**src/rtl/alu_pkg.sv**
```systemverilog
// Shared types and constants for the execute-stage ALU with RV32M multiply/divide.
// Holds the ALU control decode so every stage sees one definition of the encoding.
package alu_pkg;

    typedef enum logic [3:0] {
        ALU_ADD  = 4'd0,
        ALU_SUB  = 4'd1,
        ALU_AND  = 4'd2,
        ALU_OR   = 4'd3,
        ALU_XOR  = 4'd4,
        ALU_SLT  = 4'd5,
        ALU_SLTU = 4'd6,
        ALU_SLL  = 4'd7,
        ALU_SRL  = 4'd8,
        ALU_SRA  = 4'd9
    } alu_ctrl_e;

    localparam logic [1:0] ALUOP_MEM    = 2'b00;
    localparam logic [1:0] ALUOP_BRANCH = 2'b01;
    localparam logic [1:0] ALUOP_RTYPE  = 2'b10;
    localparam logic [1:0] ALUOP_ITYPE  = 2'b11;

    localparam logic [6:0] FUNCT7_BASE   = 7'h00;
    localparam logic [6:0] FUNCT7_ALT    = 7'h20;
    localparam logic [6:0] FUNCT7_MULDIV = 7'h01;

    localparam logic [2:0] F3_MUL    = 3'b000;
    localparam logic [2:0] F3_MULH   = 3'b001;
    localparam logic [2:0] F3_MULHSU = 3'b010;
    localparam logic [2:0] F3_MULHU  = 3'b011;
    localparam logic [2:0] F3_DIV    = 3'b100;
    localparam logic [2:0] F3_DIVU   = 3'b101;
    localparam logic [2:0] F3_REM    = 3'b110;
    localparam logic [2:0] F3_REMU   = 3'b111;

    typedef enum logic [1:0] {
        ST_IDLE = 2'd0,
        ST_MUL  = 2'd1,
        ST_DIV  = 2'd2,
        ST_FIX  = 2'd3
    } state_e;

    typedef enum logic {
        MD_MUL = 1'b0,
        MD_DIV = 1'b1
    } md_op_e;

    // I-type has no SUBI: only funct7[5] matters there, and only for SRAI.
    function automatic alu_ctrl_e decode_alu(input logic [1:0] alu_op,
                                             input logic [2:0] f3,
                                             input logic [6:0] f7);
        logic alt;
        alt = (alu_op == ALUOP_RTYPE) ? (f7 == FUNCT7_ALT) : f7[5];
        case (alu_op)
            ALUOP_MEM:    return ALU_ADD;
            ALUOP_BRANCH: return ALU_SUB;
            default: begin
                case (f3)
                    3'b000:  return (alu_op == ALUOP_RTYPE && alt) ? ALU_SUB : ALU_ADD;
                    3'b001:  return ALU_SLL;
                    3'b010:  return ALU_SLT;
                    3'b011:  return ALU_SLTU;
                    3'b100:  return ALU_XOR;
                    3'b101:  return alt ? ALU_SRA : ALU_SRL;
                    3'b110:  return ALU_OR;
                    default: return ALU_AND;
                endcase
            end
        endcase
    endfunction

endpackage

```
**src/rtl/muldiv_iter.sv**
```systemverilog
// Iterative unsigned datapath: shift-add multiply and restoring divide, one bit per cycle.
// Operands arrive as magnitudes; sign handling stays in the caller.
module muldiv_iter
    import alu_pkg::*;
#(
    parameter int XLEN = 32
) (
    input  logic            clk,
    input  logic            reset,
    input  logic            start,
    input  md_op_e          op,
    input  logic [XLEN-1:0] a_abs,
    input  logic [XLEN-1:0] b_abs,
    output logic            done,
    output logic [XLEN-1:0] hi,
    output logic [XLEN-1:0] lo
);

    localparam int CW = $clog2(XLEN);

    logic [2*XLEN-1:0] acc_q, acc_d;
    logic [XLEN-1:0]   opb_q;
    logic [CW-1:0]     cnt_q;
    logic              run_q;
    md_op_e            op_q;

    logic [XLEN:0]     mul_sum;
    logic [XLEN:0]     rem_sh;
    logic              fits;
    logic [XLEN-1:0]   rem_new;

    // Multiply keeps {partial, multiplier}; divide keeps {remainder, dividend/quotient}.
    always_comb begin
        // NOTE: every comb output gets a default first so no path can infer a latch.
        acc_d   = acc_q;
        mul_sum = {1'b0, acc_q[2*XLEN-1:XLEN]} + (acc_q[0] ? {1'b0, opb_q} : '0);
        rem_sh  = acc_q[2*XLEN-1:XLEN-1];
        fits    = (rem_sh >= {1'b0, opb_q});
        rem_new = fits ? (rem_sh[XLEN-1:0] - opb_q) : rem_sh[XLEN-1:0];
        if (op_q == MD_MUL)
            acc_d = {mul_sum, acc_q[XLEN-1:1]};
        else
            acc_d = {rem_new, acc_q[XLEN-2:0], fits};
    end

    assign done = run_q && (cnt_q == CW'(XLEN - 1));
    assign hi   = acc_q[2*XLEN-1:XLEN];
    assign lo   = acc_q[XLEN-1:0];

    always_ff @(posedge clk) begin
        // NOTE: sequential state uses non-blocking assignments so all registers update together.
        if (reset) begin
            acc_q <= '0;
            opb_q <= '0;
            cnt_q <= '0;
            run_q <= 1'b0;
            op_q  <= MD_MUL;
        end else if (start) begin
            acc_q <= {{XLEN{1'b0}}, a_abs};
            opb_q <= b_abs;
            cnt_q <= '0;
            run_q <= 1'b1;
            op_q  <= op;
        end else if (run_q) begin
            acc_q <= acc_d;
            cnt_q <= cnt_q + CW'(1);
            if (done)
                run_q <= 1'b0;
        end
    end

endmodule

```
**src/rtl/alu_muldiv_unit.sv**
```systemverilog
// Execute-stage ALU: decodes ALUOp/funct3/funct7, runs basic ops in one cycle and
// RV32M ops through an iterative datapath, stalling issue via in_ready meanwhile.
module alu_muldiv_unit
    import alu_pkg::*;
#(
    parameter int XLEN     = 32,
    parameter bit FAST_MUL = 1'b0
) (
    input  logic            clk,
    input  logic            reset,
    input  logic            in_valid,
    output logic            in_ready,
    input  logic [1:0]      ALUOp,
    input  logic [2:0]      funct3,
    input  logic [6:0]      funct7,
    input  logic [XLEN-1:0] a,
    input  logic [XLEN-1:0] b,
    output logic            out_valid,
    output logic [XLEN-1:0] result,
    output logic            zero,
    output logic            busy
);

    localparam int SHW = $clog2(XLEN);
    localparam logic [XLEN-1:0] MOST_NEG = {1'b1, {(XLEN-1){1'b0}}};

    state_e          state_q, state_d;
    logic [XLEN-1:0] result_q, result_d;
    logic            zero_q, zero_d;
    logic            out_valid_q, out_valid_d;
    logic            want_hi_q, res_neg_q, is_mul_q;

    alu_ctrl_e       ctrl;
    logic [SHW-1:0]  shamt;
    logic [XLEN-1:0] alu_out;

    logic            accept, is_m, is_mul, is_div;
    logic            a_signed, b_signed, a_neg, b_neg;
    logic [XLEN-1:0] a_abs, b_abs;
    logic            want_hi, res_neg;
    logic            div_by_zero, div_ovf, div_special;
    logic [XLEN-1:0] special_res;
    logic [2*XLEN-1:0] prod_fast;
    logic [XLEN-1:0] fast_res;
    logic            one_cycle, start_iter;
    logic [XLEN-1:0] quick_res;

    logic            md_done;
    logic [XLEN-1:0] md_hi, md_lo;
    logic [2*XLEN-1:0] full_prod, full_sel;
    logic [XLEN-1:0] div_raw, fix_res;

    // ---------------- decode and basic ALU ----------------
    assign ctrl  = decode_alu(ALUOp, funct3, funct7);
    assign shamt = b[SHW-1:0];

    always_comb begin
        alu_out = a + b;
        unique case (ctrl)
            ALU_ADD:  alu_out = a + b;
            ALU_SUB:  alu_out = a - b;
            ALU_AND:  alu_out = a & b;
            ALU_OR:   alu_out = a | b;
            ALU_XOR:  alu_out = a ^ b;
            ALU_SLT:  alu_out = {{(XLEN-1){1'b0}}, $signed(a) < $signed(b)};
            ALU_SLTU: alu_out = {{(XLEN-1){1'b0}}, a < b};
            ALU_SLL:  alu_out = a << shamt;
            ALU_SRL:  alu_out = a >> shamt;
            ALU_SRA:  alu_out = $unsigned($signed(a) >>> shamt);
            default:  alu_out = a + b;
        endcase
    end

    // ---------------- M-extension operand preparation ----------------
    assign accept = in_valid && in_ready;
    assign is_m   = (ALUOp == ALUOP_RTYPE) && (funct7 == FUNCT7_MULDIV);
    assign is_mul = is_m && !funct3[2];
    assign is_div = is_m &&  funct3[2];

    // MUL takes the low half, which is sign-agnostic, so it runs unsigned.
    assign a_signed = is_mul ? (funct3 == F3_MULH || funct3 == F3_MULHSU) : !funct3[0];
    assign b_signed = is_mul ? (funct3 == F3_MULH) : !funct3[0];
    assign a_neg    = a_signed && a[XLEN-1];
    assign b_neg    = b_signed && b[XLEN-1];
    assign a_abs    = a_neg ? -a : a;
    assign b_abs    = b_neg ? -b : b;

    assign want_hi  = is_mul ? (funct3 != F3_MUL) : funct3[1];
    assign res_neg  = (is_div && funct3[1]) ? a_neg : (a_neg ^ b_neg);

    assign div_by_zero = (b == '0);
    assign div_ovf     = a_signed && (a == MOST_NEG) && (b == '1);
    assign div_special = is_div && (div_by_zero || div_ovf);
    assign special_res = div_by_zero ? (funct3[1] ? a : '1)
                                     : (funct3[1] ? '0 : a);

    assign prod_fast = {{XLEN{a_neg}}, a} * {{XLEN{b_neg}}, b};
    assign fast_res  = want_hi ? prod_fast[2*XLEN-1:XLEN] : prod_fast[XLEN-1:0];

    assign one_cycle  = !is_m || div_special || (is_mul && FAST_MUL);
    assign start_iter = accept && is_m && !one_cycle;
    assign quick_res  = !is_m ? alu_out : (div_special ? special_res : fast_res);

    muldiv_iter #(.XLEN(XLEN)) u_muldiv_iter (
        .clk   (clk),
        .reset (reset),
        .start (start_iter),
        .op    (is_mul ? MD_MUL : MD_DIV),
        .a_abs (a_abs),
        .b_abs (b_abs),
        .done  (md_done),
        .hi    (md_hi),
        .lo    (md_lo)
    );

    // Multiply sign is applied to the whole product before choosing a half.
    assign full_prod = {md_hi, md_lo};
    assign full_sel  = res_neg_q ? -full_prod : full_prod;
    assign div_raw   = want_hi_q ? md_hi : md_lo;
    assign fix_res   = is_mul_q ? (want_hi_q ? full_sel[2*XLEN-1:XLEN] : full_sel[XLEN-1:0])
                                : (res_neg_q ? -div_raw : div_raw);

    // ---------------- FSM ----------------
    always_ff @(posedge clk) begin
        if (reset)
            state_q <= ST_IDLE;
        else
            state_q <= state_d;
    end

    always_comb begin
        state_d = state_q;
        unique case (state_q)
            ST_IDLE: if (start_iter) state_d = is_mul ? ST_MUL : ST_DIV;
            ST_MUL,
            ST_DIV:  if (md_done) state_d = ST_FIX;
            ST_FIX:  state_d = ST_IDLE;
            default: state_d = ST_IDLE;
        endcase
    end

    always_comb begin
        in_ready = (state_q == ST_IDLE);
        busy     = !in_ready;
    end

    // ---------------- result register ----------------
    always_comb begin
        result_d    = result_q;
        zero_d      = zero_q;
        out_valid_d = 1'b0;
        if (accept && one_cycle) begin
            result_d    = quick_res;
            zero_d      = (quick_res == '0);
            out_valid_d = 1'b1;
        end else if (state_q == ST_FIX) begin
            result_d    = fix_res;
            zero_d      = (fix_res == '0);
            out_valid_d = 1'b1;
        end
    end

    always_ff @(posedge clk) begin
        if (reset) begin
            result_q    <= '0;
            zero_q      <= 1'b1;
            out_valid_q <= 1'b0;
            want_hi_q   <= 1'b0;
            res_neg_q   <= 1'b0;
            is_mul_q    <= 1'b0;
        end else begin
            result_q    <= result_d;
            zero_q      <= zero_d;
            out_valid_q <= out_valid_d;
            if (start_iter) begin
                want_hi_q <= want_hi;
                res_neg_q <= res_neg;
                is_mul_q  <= is_mul;
            end
        end
    end

    assign out_valid = out_valid_q;
    assign result    = result_q;
    assign zero      = zero_q;

endmodule

```
**config.mk**
```make
export PLATFORM = sky130hd
export DESIGN_NAME = alu_muldiv_unit
export DESIGN_NICKNAME = d
export VERILOG_FILES = /design/src/rtl/alu_pkg.sv /design/src/rtl/muldiv_iter.sv /design/src/rtl/alu_muldiv_unit.sv
export SDC_FILE = /design/constraint.sdc
export NUM_CORES = 2
export LEC_CHECK = 0
export ABC_CLOCK_PERIOD_IN_PS = 14600
export BUFFER_PORTS_ARGS = -buffer_cell sky130_fd_sc_hd__buf_2
export CAP_MARGIN = 10
export CORE_ASPECT_RATIO = 1.75
export CORE_MARGIN = 2
export CORE_UTILIZATION = 45
export DETAILED_ROUTE_END_ITERATION = 16
export PLACE_DENSITY_LB_ADDON = 0.15
export SYNTH_ARGS = -nofsm -noshare
export SYNTH_HDL_FRONTEND = slang
export SYNTH_SLANG_ARGS = --single-unit
```
**constraint.sdc**
```tcl
create_clock -name clk -period 14.6 [get_ports clk]
set_clock_uncertainty 0.05 [all_clocks]
set_input_delay 2.19 -clock clk [delete_from_list [all_inputs] [get_ports clk]]
set_output_delay 2.19 -clock clk [all_outputs]
set_load 0.05 [all_outputs]
```
# Word-level counts from Yosys, hierarchy flattened
# Index checks and enable logic that the tools add are counted.
classes:
  order_cmp: 3
  n_mul: 1
  n_addsub: 9
  n_eq_ne: 27
  n_reduce_logical: 35
  shift: 3
  bitwise: 4
  mux: 42
ops:
  columns: ["op", "n"]
  rows:
  - ["32-bit 2-to-1 mux", 18]
  - ["32-bit one-hot mux with 9 select lines", 1]
  - ["64-bit 2-to-1 mux", 2]
  - ["32-bit zero test", 3]
  - ["32-bit negator", 3]
  - ["32-bit == test, second input constant", 2]
  - ["32-bit < comparator", 2]
  - ["33-bit by 33-bit multiplier with 64-bit output", 1]
  - ["64-bit negator", 1]
  - ["32-bit subtractor", 2]
  - ["32-bit by 32-bit adder with 33-bit output", 1]
  - ["33-bit by 32-bit greater-or-equal comparator with 1-bit output", 1]
  - ["32-bit adder", 1]
  - ["32-bit bitwise AND", 1]
  - ["32-bit bitwise OR", 1]
  - ["32-bit by 5-bit left shift with 32-bit output", 1]
  - ["32-bit by 5-bit >> shifter with 32-bit output", 1]
  - ["32-bit by 5-bit >>> shifter with 32-bit output", 1]
  - ["32-bit bitwise XOR", 1]
  - ["4-bit one-hot mux with 7 select lines", 1]
  - ["4-bit by 3-bit == test with 1-bit output, second input constant", 4]
  - ["1-bit logical AND", 15]
  - ["1-bit 2-to-1 mux", 15]
  - ["3-bit == test, second input constant", 3]
  - ["25 further kinds", 42]
word_totals:
  in_bits: 79
  ff_bits: 142
  out_inout_bits: 36

# Longest topological paths before layout
depth:
  ltp_word: 13
  depth_mapped: 40

# Hierarchy
# Synthesis repeated with hierarchy kept, for this count alone.
hier_totals:
  hier_cells: 8077
  area_unflattened_um2: 64187.8
by_module_without_submodules:
  columns: ["module", "instances", "area_per_inst_um2", "cells_each"]
  rows:
  - ["alu_muldiv_unit", 1, 55625.8, 6961]
  - ["muldiv_iter", 1, 8562.0, 1116]

# Least setup slack after synthesis
# OpenSTA, ideal clock, no wires.
synth_path:
  path_kind: "input port to flip-flop"
  startpoint: "input port b[3]"
  endpoint: "register zero_q (netlist: zero)"
  arrival_time_ns: 12.879
  setup_slack_ns: 1.578
  stages: 38
  path_buffers: 9
  path_cell_list: "clkbuf_1 clkbuf_1 clkbuf_1 clkbuf_1 buf_1 clkbuf_1 clkbuf_1 buf_1 nand2_1 fa_1 fa_1 inv_1 fa_1 fa_1 inv_1 fa_1 inv_1 fa_1 [2 not listed] fa_1 inv_1 ha_1 nand4_1 or3_1 nor2b_1 o211ai_1 and3_1 clkbuf_1 o31a_1 xnor2_1 a21oi_1 nand4_1 or4b_1 or4b_1 or4_1 or4_1 o32ai_1"
synth_between:
  elab_chain_cells: 8
synth_lines:
  columns: ["item", "line", "rtl"]
  rows:
  - ["start: declaration", "alu_muldiv_unit.sv:17", "input logic [XLEN-1:0] b,"]
  - ["parallel branches: the longest is 8 deep, another holds 33-bit by 33-bit multiplier with 64-bit output", null, null]
  - ["end signal: assignment", "alu_muldiv_unit.sv:173", "zero_q <= zero_d;"]
  - ["end: declaration", "alu_muldiv_unit.sv:29", "logic zero_q, zero_d;"]
# Parallel ways; which one is timed is not known.
# A chain may end at the register's enable or synchronous reset.

# Worst setup path in the final report
layout_path:
  startpoint: "input port ALUOp[1]"
  endpoint: "register zero_q (netlist: zero)"
layout_between:
  elab_chain_cells: 12
layout_lines:
  columns: ["item", "line", "rtl"]
  rows:
  - ["start: declaration", "alu_muldiv_unit.sv:13", "input logic [1:0] ALUOp,"]
  - ["parallel branches: the longest is 12 deep, another holds 33-bit by 33-bit multiplier with 64-bit output", null, null]
# Parallel ways; which one is timed is not known.

==> results.sh <==
export IMPL_run_status="complete, no violations"
export IMPL_fin_crit_sh=0.913
export IMPL_grt_pass1_vias=62424
export IMPL_min_period_ns=13.33
export IMPL_synth_nets=9377
export IMPL_slew_violations=0
export IMPL_async_reset_ff_frac=0
export IMPL_critPathRequiredTime_ns=14.94
export IMPL_wl_per_cell_um=35.1
export IMPL_layout_commonest_cell="inv_1"
export IMPL_crit_type="input port to register"
export IMPL_ios=115
export IMPL_tightest_slew_ns=1.49
export IMPL_avgSynthCellArea_sq_um=7.87
export IMPL_core_rowCount=179
export IMPL_cts_hold_fix_buffers=0
export IMPL_start_kind="input port"
export IMPL_cp_data_arrival_time_ns=13.66
export IMPL_die_w_um=283
export IMPL_grt_pass1_wl_um=468000
export IMPL_max_cap_violations=0
export IMPL_cts_setup_buffers=0
export IMPL_cts_htree_levels=4
export IMPL_synth_distinct_cells=99
export IMPL_synthFlopType="dfxtp_1"
export IMPL_drc_errors=0
export IMPL_worstSetupEndpointType="register"
export IMPL_clk_latency_ns=0.50
export IMPL_cpPeakStageDelay_ns=0.54
export IMPL_die_y_um=492
export IMPL_grt_max_degree=93
export IMPL_crit_fanout=27
export IMPL_vias=60752
export IMPL_routabilityCongestion=1.11
export IMPL_core_area_sq_um=135000
export IMPL_dpl_cell_area_sq_um=64200
export IMPL_layout_drive_gt1_share=0.0733
export IMPL_drt_pre_antenna_iters=8
export IMPL_synthCells=7787
export IMPL_path_common_cell="fa_1"
export IMPL_multi_input_area_sq_um=51600
export IMPL_hold_viol_final=0
export IMPL_routed_wl_um=334000
export IMPL_holdCritPathClass="register to register"
export IMPL_cts_tree="yes"
export IMPL_nFillCells=13740
export IMPL_ctsResizeCount=0
export IMPL_final_core_util=0.480
export IMPL_critPathSlowestCell="or3_1"
export IMPL_fmax_mhz=75.0
export IMPL_numPortBuffers=114
export IMPL_syn_to_final_growth_pct=6.14
export IMPL_synth_edf_count=0
export IMPL_final_net_count=9260
export IMPL_rrSetupSlack_ns=8.48
export IMPL_globalRouteTotalUtil=0.480
export IMPL_max_slew_margin=0.00911
export IMPL_setup_tns_ns=0
export IMPL_rsz0062_at_grt="false"
export IMPL_dp_hpwl_um=268000
export IMPL_grt_ovfl_total=0
export IMPL_drt_iter0_drc=6288
export IMPL_final_seq_area_sq_um=2860
export IMPL_synth_warnings=0
export IMPL_start_util=0.452
export IMPL_yosysSeqAreaShare=0.0464
export IMPL_clk_pin_slew_ns=0.07
export IMPL_die_area_sq_um=139000
export IMPL_design_area_sq_um=65000
export IMPL_layout_common_cells="inv_1 (1297), fa_1 (1129), nand2_1 (1128)"
export IMPL_root_buffer="clkbuf_16"
export IMPL_cts_buffer_depth=2
export IMPL_syn_cell_area_sq_um=61300
export IMPL_cts_sinks=142
export IMPL_routed_via_density=6.38
export IMPL_setup_violations_final=0
export IMPL_synth_seq_cells=142
export IMPL_cts_buffers_inserted=17
export IMPL_antenna_found_initial=36
export IMPL_ant_nets=0
==> cells in the mapped netlist, types with 54 or more instances <==
cell type | n | share of area
inv_1 | 1301 | 0.080
fa_1 | 1129 | 0.37
nand2_1 | 1129 | 0.069
nor2_1 | 768 | 0.047
ha_1 | 382 | 0.078
clkbuf_1 | 367 | 0.022
a21oi_1 | 356 | 0.029
o21ai_0 | 326 | 0.027
xnor2_1 | 171 | 0.024
dfxtp_1 | 142 | 0.046
a211oi_1 | 136 | 0.017
buf_1 | 124 | 0.0076
mux2i_1 | 121 | 0.020
nor3_1 | 119 | 0.0097
nand3_1 | 87 | 0.0071
o211ai_1 | 72 | 0.0088
or3_1 | 58 | 0.0059
a21o_1 | 57 | 0.0070
a31oi_1 | 54 | 0.0055
==> per-stage QoR <==
step | hold WS [ns] | setup slack (ns) | cells
2_1_floorplan | 0.382 | 1.58 | 7787
3_3_place_gp | 0.395 | 1.19 | 9452
3_5_place_dp | 0.412 | 1.01 | 9452
4_1_cts | 0.419 | 1.49 | 9484
5_1_grt | 0.460 | 0.973 | 9496
6_report | 0.429 | 1.27 | 9519
==> kinds of logic after synthesis <==
logic type                 Yosys count  share of synthesized area
and+or+nand+nor                   2466                      0.173
buffers and inverters             1842                      0.114
adders and majority gates         1511                      0.447
AOI/OAI and AO/OA                 1415                      0.150
xor gates and xnor gates           219                     0.0313
muxes                              192                     0.0383
DFF                                142                     0.0464
==> routing by layer <==
| metal | wire length [um] | part of all wire | track usage |
|---|---|---|---|
| met4 | 45900 | 0.14 | 0.540 |
| met3 | 28600 | 0.086 | 0.129 |
| met1 | 105000 | 0.31 | 0.481 |
| met5 | 115 | 0.00034 | 0 |
| met2 | 154000 | 0.46 | 0.766 |
==> critical path: cells and delay by family <==
kind | cells | cell delay, ns
buffers and inverters | 4 | 0.83
xor gates and xnor gates | 1 | 0.36
and+or+nand+nor | 12 | 4.51
AOI/OAI and AO/OA | 7 | 1.66
adders and majority gates | 9 | 4.08
==> flip-flops by register name, summed over array words and instances (netlist names) <==
signal,count
u_muldiv_iter.opb_q,32
u_muldiv_iter.cnt_q,5
state_q,2
result,32
out_valid,1
is_mul_q,1
zero,1
want_hi_q,1
u_muldiv_iter.acc_q,64
res_neg_q,1
u_muldiv_iter.run_q,1
u_muldiv_iter.op_q,1
==> final cells by class <==
class / instances / area share
antenna: 26 / 0.00100
clock buffer: 18 / 0.00660
clock inverter: 14 / 0.00235
inverter: 1328 / 0.0767
multi-input combinational: 5803 / 0.794
sequential: 142 / 0.0439
tap: 1810 / 0.0348
timing repair buffer: 378 / 0.0406
==> path summary, 6_finish.rpt <==
| kind | endpoint | startpoint | depth (start not counted) |
|---|---|---|---|
| worst min-delay path | u_muldiv_iter.opb_q[31]$_SDFFE_PP0P_ | u_muldiv_iter.opb_q[31]$_SDFFE_PP0P_ | 2 |
| worst min register to register | u_muldiv_iter.opb_q[31]$_SDFFE_PP0P_ | u_muldiv_iter.opb_q[31]$_SDFFE_PP0P_ | 2 |
| worst max-delay path | zero$_SDFFE_PP1P_ | ALUOp[1] | 33 |
| worst max register to register | zero$_SDFFE_PP1P_ | want_hi_q$_SDFFE_PP0P_ | 15 |
Power is left out: the tool's default activity adds up to more than one toggle a clock period on the data nets, which glitch-free logic cannot reach.
